### src/rtl/gshare_predictor_ctrl_pkg.sv
// Predictor types shared by the gshare controller and its history register.
package gshare_predictor_ctrl_pkg;
    localparam int TBL_IDX_W = 5;
    localparam int TBL_CTR_W = 2;
    localparam int TBL_GHR_W = 5;

    typedef logic [TBL_IDX_W-1:0] idx_t;
    typedef logic [TBL_CTR_W-1:0] ctr_t;
    typedef logic [TBL_GHR_W-1:0] ghr_t;

    localparam ctr_t CTR_MAX = '1;
    localparam ctr_t CTR_MIN = '0;

    function automatic ctr_t sat_update(input ctr_t ctr, input logic taken);
        ctr_t res;
        res = ctr;
        if (taken && (ctr != CTR_MAX)) begin
            res = ctr + ctr_t'(1);
        end else if (!taken && (ctr != CTR_MIN)) begin
            res = ctr - ctr_t'(1);
        end
        return res;
    endfunction
endpackage

### src/rtl/gshare_predictor_ctrl_hist_reg.sv
// Speculative global history register: a commit-side restore beats a fetch-side shift.
module gshare_hist_reg
    import gshare_predictor_ctrl_pkg::*;
#(
    parameter int GHR_W = TBL_GHR_W
) (
    input  logic             clk,
    input  logic             rst,
    input  logic             restore,
    input  logic [GHR_W-1:0] restore_ghr,
    input  logic             shift,
    input  logic             shift_bit,
    output logic [GHR_W-1:0] ghr
);
    logic [GHR_W-1:0] ghr_next;

    always_comb begin
        ghr_next = ghr;
        if (restore) begin
            ghr_next = restore_ghr;
        end else if (shift) begin
            ghr_next = {ghr[GHR_W-2:0], shift_bit};
        end
    end

    always_ff @(posedge clk or negedge rst) begin
        if (!rst) begin
            ghr <= '0;
        end else begin
            ghr <= ghr_next;
        end
    end
endmodule

### src/rtl/gshare_predictor_ctrl.sv
// Gshare predictor controller: indexes the external counter table, returns a
// prediction one cycle after a request and applies commit-time counter updates.
module gshare_predictor_ctrl
    import gshare_predictor_ctrl_pkg::*;
#(
    parameter int IDX_W = TBL_IDX_W,
    parameter int CTR_W = TBL_CTR_W,
    parameter int GHR_W = TBL_GHR_W
) (
    input  logic             clk,
    input  logic             rst,
    input  logic             pred_req,
    input  logic [31:0]      pred_pc,
    input  logic             pred_stall,
    output logic             pred_valid,
    output logic             pred_taken,
    output logic [CTR_W-1:0] pred_ctr,
    output logic [GHR_W-1:0] pred_ghr,
    input  logic             pred_shift,
    input  logic             upd_valid,
    input  logic [31:0]      upd_pc,
    input  logic [GHR_W-1:0] upd_ghr,
    input  logic [CTR_W-1:0] upd_ctr,
    input  logic             upd_taken,
    input  logic             upd_mispredict,
    output logic             tbl_we,
    output logic [IDX_W-1:0] tbl_wr_addr,
    output logic [CTR_W-1:0] tbl_data_in,
    output logic [IDX_W-1:0] tbl_rd_addr,
    input  logic [CTR_W-1:0] tbl_data_out
);
    function automatic logic [IDX_W-1:0] idx_of(input logic [IDX_W-1:0] pc_bits,
                                                input logic [GHR_W-1:0] hist);
        return pc_bits ^ IDX_W'(hist);
    endfunction

    logic [GHR_W-1:0] ghr;
    logic             hold_p1;
    logic             kill;
    logic [IDX_W-1:0] rd_idx_p0;
    logic             fwd_hit_p0;
    logic             vld_p1;
    logic             fwd_hit_p1;
    logic [CTR_W-1:0] fwd_ctr_p1;
    logic [GHR_W-1:0] ghr_p1;
    logic [IDX_W-1:0] idx_p1;
    logic [CTR_W-1:0] ctr_p1;
    logic             unused_pc_bits;

    assign unused_pc_bits = ^{pred_pc[31:IDX_W+2], pred_pc[1:0],
                              upd_pc[31:IDX_W+2], upd_pc[1:0]};

    assign hold_p1 = vld_p1 & pred_stall;
    assign kill    = upd_valid & upd_mispredict;

    // p0: lookup; a held response keeps re-reading its own index so table data stays coherent
    assign rd_idx_p0   = hold_p1 ? idx_p1 : idx_of(pred_pc[IDX_W+1:2], ghr);
    assign tbl_rd_addr = rd_idx_p0;

    assign tbl_we      = upd_valid & rst;
    assign tbl_wr_addr = idx_of(upd_pc[IDX_W+1:2], upd_ghr);
    assign tbl_data_in = CTR_W'(sat_update(ctr_t'(upd_ctr), upd_taken));
    assign fwd_hit_p0  = tbl_we & (tbl_wr_addr == rd_idx_p0);

    always_ff @(posedge clk or negedge rst) begin
        if (!rst) begin
            vld_p1     <= 1'b0;
            fwd_hit_p1 <= 1'b0;
        end else begin
            if (kill) begin
                vld_p1 <= 1'b0;
            end else if (!hold_p1) begin
                vld_p1 <= pred_req;
            end
            if (!hold_p1) begin
                fwd_hit_p1 <= fwd_hit_p0;
            end
        end
    end

    always_ff @(posedge clk) begin
        if (!hold_p1) begin
            ghr_p1     <= ghr;
            idx_p1     <= rd_idx_p0;
            fwd_ctr_p1 <= tbl_data_in;
        end
    end

    // p1: response
    assign ctr_p1     = fwd_hit_p1 ? fwd_ctr_p1 : tbl_data_out;
    assign pred_valid = vld_p1;
    assign pred_ctr   = vld_p1 ? ctr_p1 : '0;
    assign pred_taken = pred_ctr[CTR_W-1];
    assign pred_ghr   = vld_p1 ? ghr_p1 : '0;

    gshare_hist_reg #(
        .GHR_W(GHR_W)
    ) u_hist (
        .clk        (clk),
        .rst        (rst),
        .restore    (kill),
        .restore_ghr({upd_ghr[GHR_W-2:0], upd_taken}),
        .shift      (vld_p1 & ~pred_stall & pred_shift),
        .shift_bit  (pred_taken),
        .ghr        (ghr)
    );
endmodule

### config.mk
export PLATFORM = sky130hd
export DESIGN_NAME = gshare_predictor_ctrl
export DESIGN_NICKNAME = d
export VERILOG_FILES = /design/src/rtl/gshare_predictor_ctrl_pkg.sv /design/src/rtl/gshare_predictor_ctrl_hist_reg.sv /design/src/rtl/gshare_predictor_ctrl.sv
export SDC_FILE = /design/constraint.sdc
export NUM_CORES = 1
export LEC_CHECK = 0
export BUFFER_PORTS_ARGS = -buffer_cell sky130_fd_sc_hd__buf_2
export CORE_MARGIN = 2
export CORE_UTILIZATION = 35
export CTS_CLUSTER_DIAMETER = 60
export DETAILED_ROUTE_END_ITERATION = 12
export PLACE_DENSITY = 0.76
export SYNTH_ARGS = -nofsm -noshare
export SYNTH_HDL_FRONTEND = slang
export SYNTH_SLANG_ARGS = --single-unit
### constraint.sdc
create_clock -name clk -period 1.95 [get_ports clk]
set_clock_uncertainty 0.1 [all_clocks]
set_input_delay 0.39 -clock clk [delete_from_list [all_inputs] [get_ports clk]]
set_output_delay 0.39 -clock clk [all_outputs]
set_load 0.03 [all_outputs]
==> impl_metrics.tcl <==
set metrics [dict create \
    run_status "complete, but fails checks" \
    failed_checks "DRC" \
    r2r_slack_ps 530 \
    globalRoute.totalOverflow 0 \
    cts_tree "done" \
    synth_top_area_share 0.3441 \
    final-setup-viol-count 0 \
    dr.pass1.iters 8 \
    netlist_instances 91 \
    pwr_density_cell_nw_per_um2 835.0 \
    maxSlewViolCount 0 \
    p_sw_w 0.0004182 \
    synth_top_area_cell "edfxtp_1" \
    leakage_nw 0.7349 \
    p_sw_frac 0.3530 \
    startpoint_type "flop" \
    crit_type "flop to output port" \
    worstHoldEndpoint "pred_valid" \
    dp_slack_ps 206.2 \
    grt_usage 0.1426 \
    drc 2 \
    ant_nets 0 \
    period_needed_ps 1876 \
    max_freq_mhz 533.0 \
    via_per_inst 4.629 \
    tns_ps 0 \
    antenna_found_initial 0 \
    grt_use_met3 0.03077 \
    grt_pass1_wl_um 3670 \
    layout_commonest_cell "buf_2" \
    holdPathStages 3 \
    grt_max_degree 12 \
    hold_viol 0 \
    top_usage_layer "met2" \
    ys.warnings.count 0 \
    grt_use_met2 0.2360 \
    met1_usage 0.1828 \
    maxCapViolations 0 \
    diodes 0 \
    area_growth_pct 35.48 \
    final_cell_mix "buf_2 (43), edfxtp_1 (12), buf_4 (9)" \
    timing.rr.start "pred_valid" \
    r2r_cells 4 \
    fin_crit_sh 0.9621 \
    ir_worst_vdd_uv 419.4 \
    dieArea_um2 3446 \
    pwr-share-clk 0.170 \
    syn-cell-area_um2 1047 \
    clk_path_buf_depth 2 \
    avgSynthCellArea_um2 11.51 \
    worstSetupEndpointType "output port" \
    layout_setup_ws_ps 73.94 \
    r2r-end "fwd_hit_p1" \
    post_drt_wl_per_cell_um 12.63 \
    cts.sinks 19 \
    worstHoldStart "pred_req" \
    numCtsBuffers 3 \
    vias 824 \
    rows 19 \
    seqPwrFrac 0.456 \
    wirelength_um 2248 \
    cts_root_buffer "clkbuf_4" \
    rsz0062_at_grt "true" \
    power_frac_comb 0.374 \
    die_h_um 58.70 \
    worst-slew-pin-transition_ps 341.5 \
    clk_pin_slew_ps 110 \
    cp.arrival_ps 1390 \
    coreArea_um2 2805 \
    relSlewSlack 0.7716 \
    ioPinCount 103 \
    hold_class "input port to flop" \
    insertion_delay_ps 300 \
    htree_levels 1 \
    crit_fanout 6 \
    nets 231 \
    numPortBuffers 48 \
    synth_area_leaders "edfxtp_1 (34%), dfrtp_1 (17%), mux2i_1 (7.6%)" \
    start_util 0.3733 \
    die_width_um 58.70 \
    routabilityCongestion 0.7676 \
    ys_seq_area_frac 0.5114 \
    p_int_w 0.0007666 \
    initialDrtViolationCount 9 \
    ys_ff_latch 19 \
    cp.required_ps 1460 \
    synth_cell_types 24 \
    syn_nets 174 \
    grt_pass1_vias 832 \
    final_layout_size_suffix_gt1_frac 0.4558 \
]
registers in the layout (all words and copies together) (netlist names):
signal and flops:
ghr_p1 5, fwd_hit_p1 1, u_hist.ghr 5, fwd_ctr_p1 2
pred_valid 1, idx_p1 5
cells in the mapped netlist, drive strengths merged:
cell / n
a21o: 1
clkbuf: 1
nor2b: 2
dfrtp: 7
o21ai: 5
buf: 2
nand3b: 1
edfxtp: 12
and2: 7
xor2: 8
mux2: 3
a21oi: 3
a41o: 1
nor3: 1
xnor2: 8
and3: 1
inv: 8
ha: 2
nand2: 7
mux2i: 8
nor2: 3
power by group through the flow:
stage / Combinational [W] / Clock (W) / Sequential (W)
CTS: 0.000416 / 0.000214 / 0.000542
finish: 0.000443 / 0.000202 / 0.000540
floorplan: 0.000282 / 0 / 0.000543
global route: 0.000479 / 0.000231 / 0.000547
global placement: 0.000396 / 0 / 0.000546
detailed placement: 0.000403 / 0 / 0.000550
critical path, stage by stage, from the launching register on:
cell and delay, ps:
dfrtp_1 420, nand2_4 110, mux2_2 360, inv_1 80, buf_6 130
final cells by class:
type | instances | area (um^2)
Clock buffer | 3 | 22.52
Clock inverter | 1 | 5.005
Fill cell | 260 | 1386
Inverter | 8 | 30.03
Multi-Input combinational cell | 61 | 471.7
Sequential cell | 19 | 535.5
Tap cell | 31 | 38.79
Timing Repair Buffer | 55 | 315.3
metal layers:
layer / up-vias / wire length [um] / part of all wire
met2: 26 / 1157 / 0.51
met3: 2 / 143 / 0.064
met1: 381 / 935 / 0.42
met4: 0 / 12 / 0.0053
li1: 415 / - / -
met5: - / 0 / 0
kinds of logic after synthesis:
family,after synthesis,share of synthesized area
AO/OA/AOI/OAI,10,0.05495
XOR/XNOR,16,0.1338
adder cells (fa/ha/maj),2,0.02389
buffers and inverters,11,0.04420
flip-flops,19,0.5114
multiplexers,11,0.1123
AND/OR/NAND/NOR,22,0.1195
metrics by stage:
step / util / hold WS, ps / cell area (um^2) / total power (W) / cells
floorplan: - / -5.591 / 1050 / 0.0008244 / 91
global placement: 0.4759 / 134.0 / 1335 / 0.0009423 / 170
detailed placement: 0.4759 / 135.4 / 1335 / 0.0009539 / 170
CTS: 0.4920 / 193.6 / 1380 / 0.001172 / 175
global route: 0.5058 / 224.2 / 1419 / 0.001257 / 178
finish: 0.5058 / 211.9 / 1419 / 0.001185 / 178
worst max path at each step:
stage                from              to  slack [ps]  cells past startpoint
5_1_grt        pred_valid  tbl_rd_addr[3]         -10                      5
6_report       pred_valid  tbl_rd_addr[1]          70                      4
2_1_floorplan  pred_valid     pred_ctr[1]          80                      3
4_1_cts        pred_valid  tbl_rd_addr[0]           2                      5
3_5_place_dp   pred_stall  tbl_rd_addr[0]         210                      6
3_3_place_gp   pred_stall  tbl_rd_addr[4]         230                      5
timing repair:
item | 4_1_cts | 5_1_grt
endpoints found under the setup margin | 3 | 5
setup buffers | 0 | 3
pin swaps | 0 | 1
hold endpoints to repair | 7 | 0
gates resized for setup | 3 | 8
hold buffers | 1 | 0
Note: power is estimated with default switching activity, not from simulation.
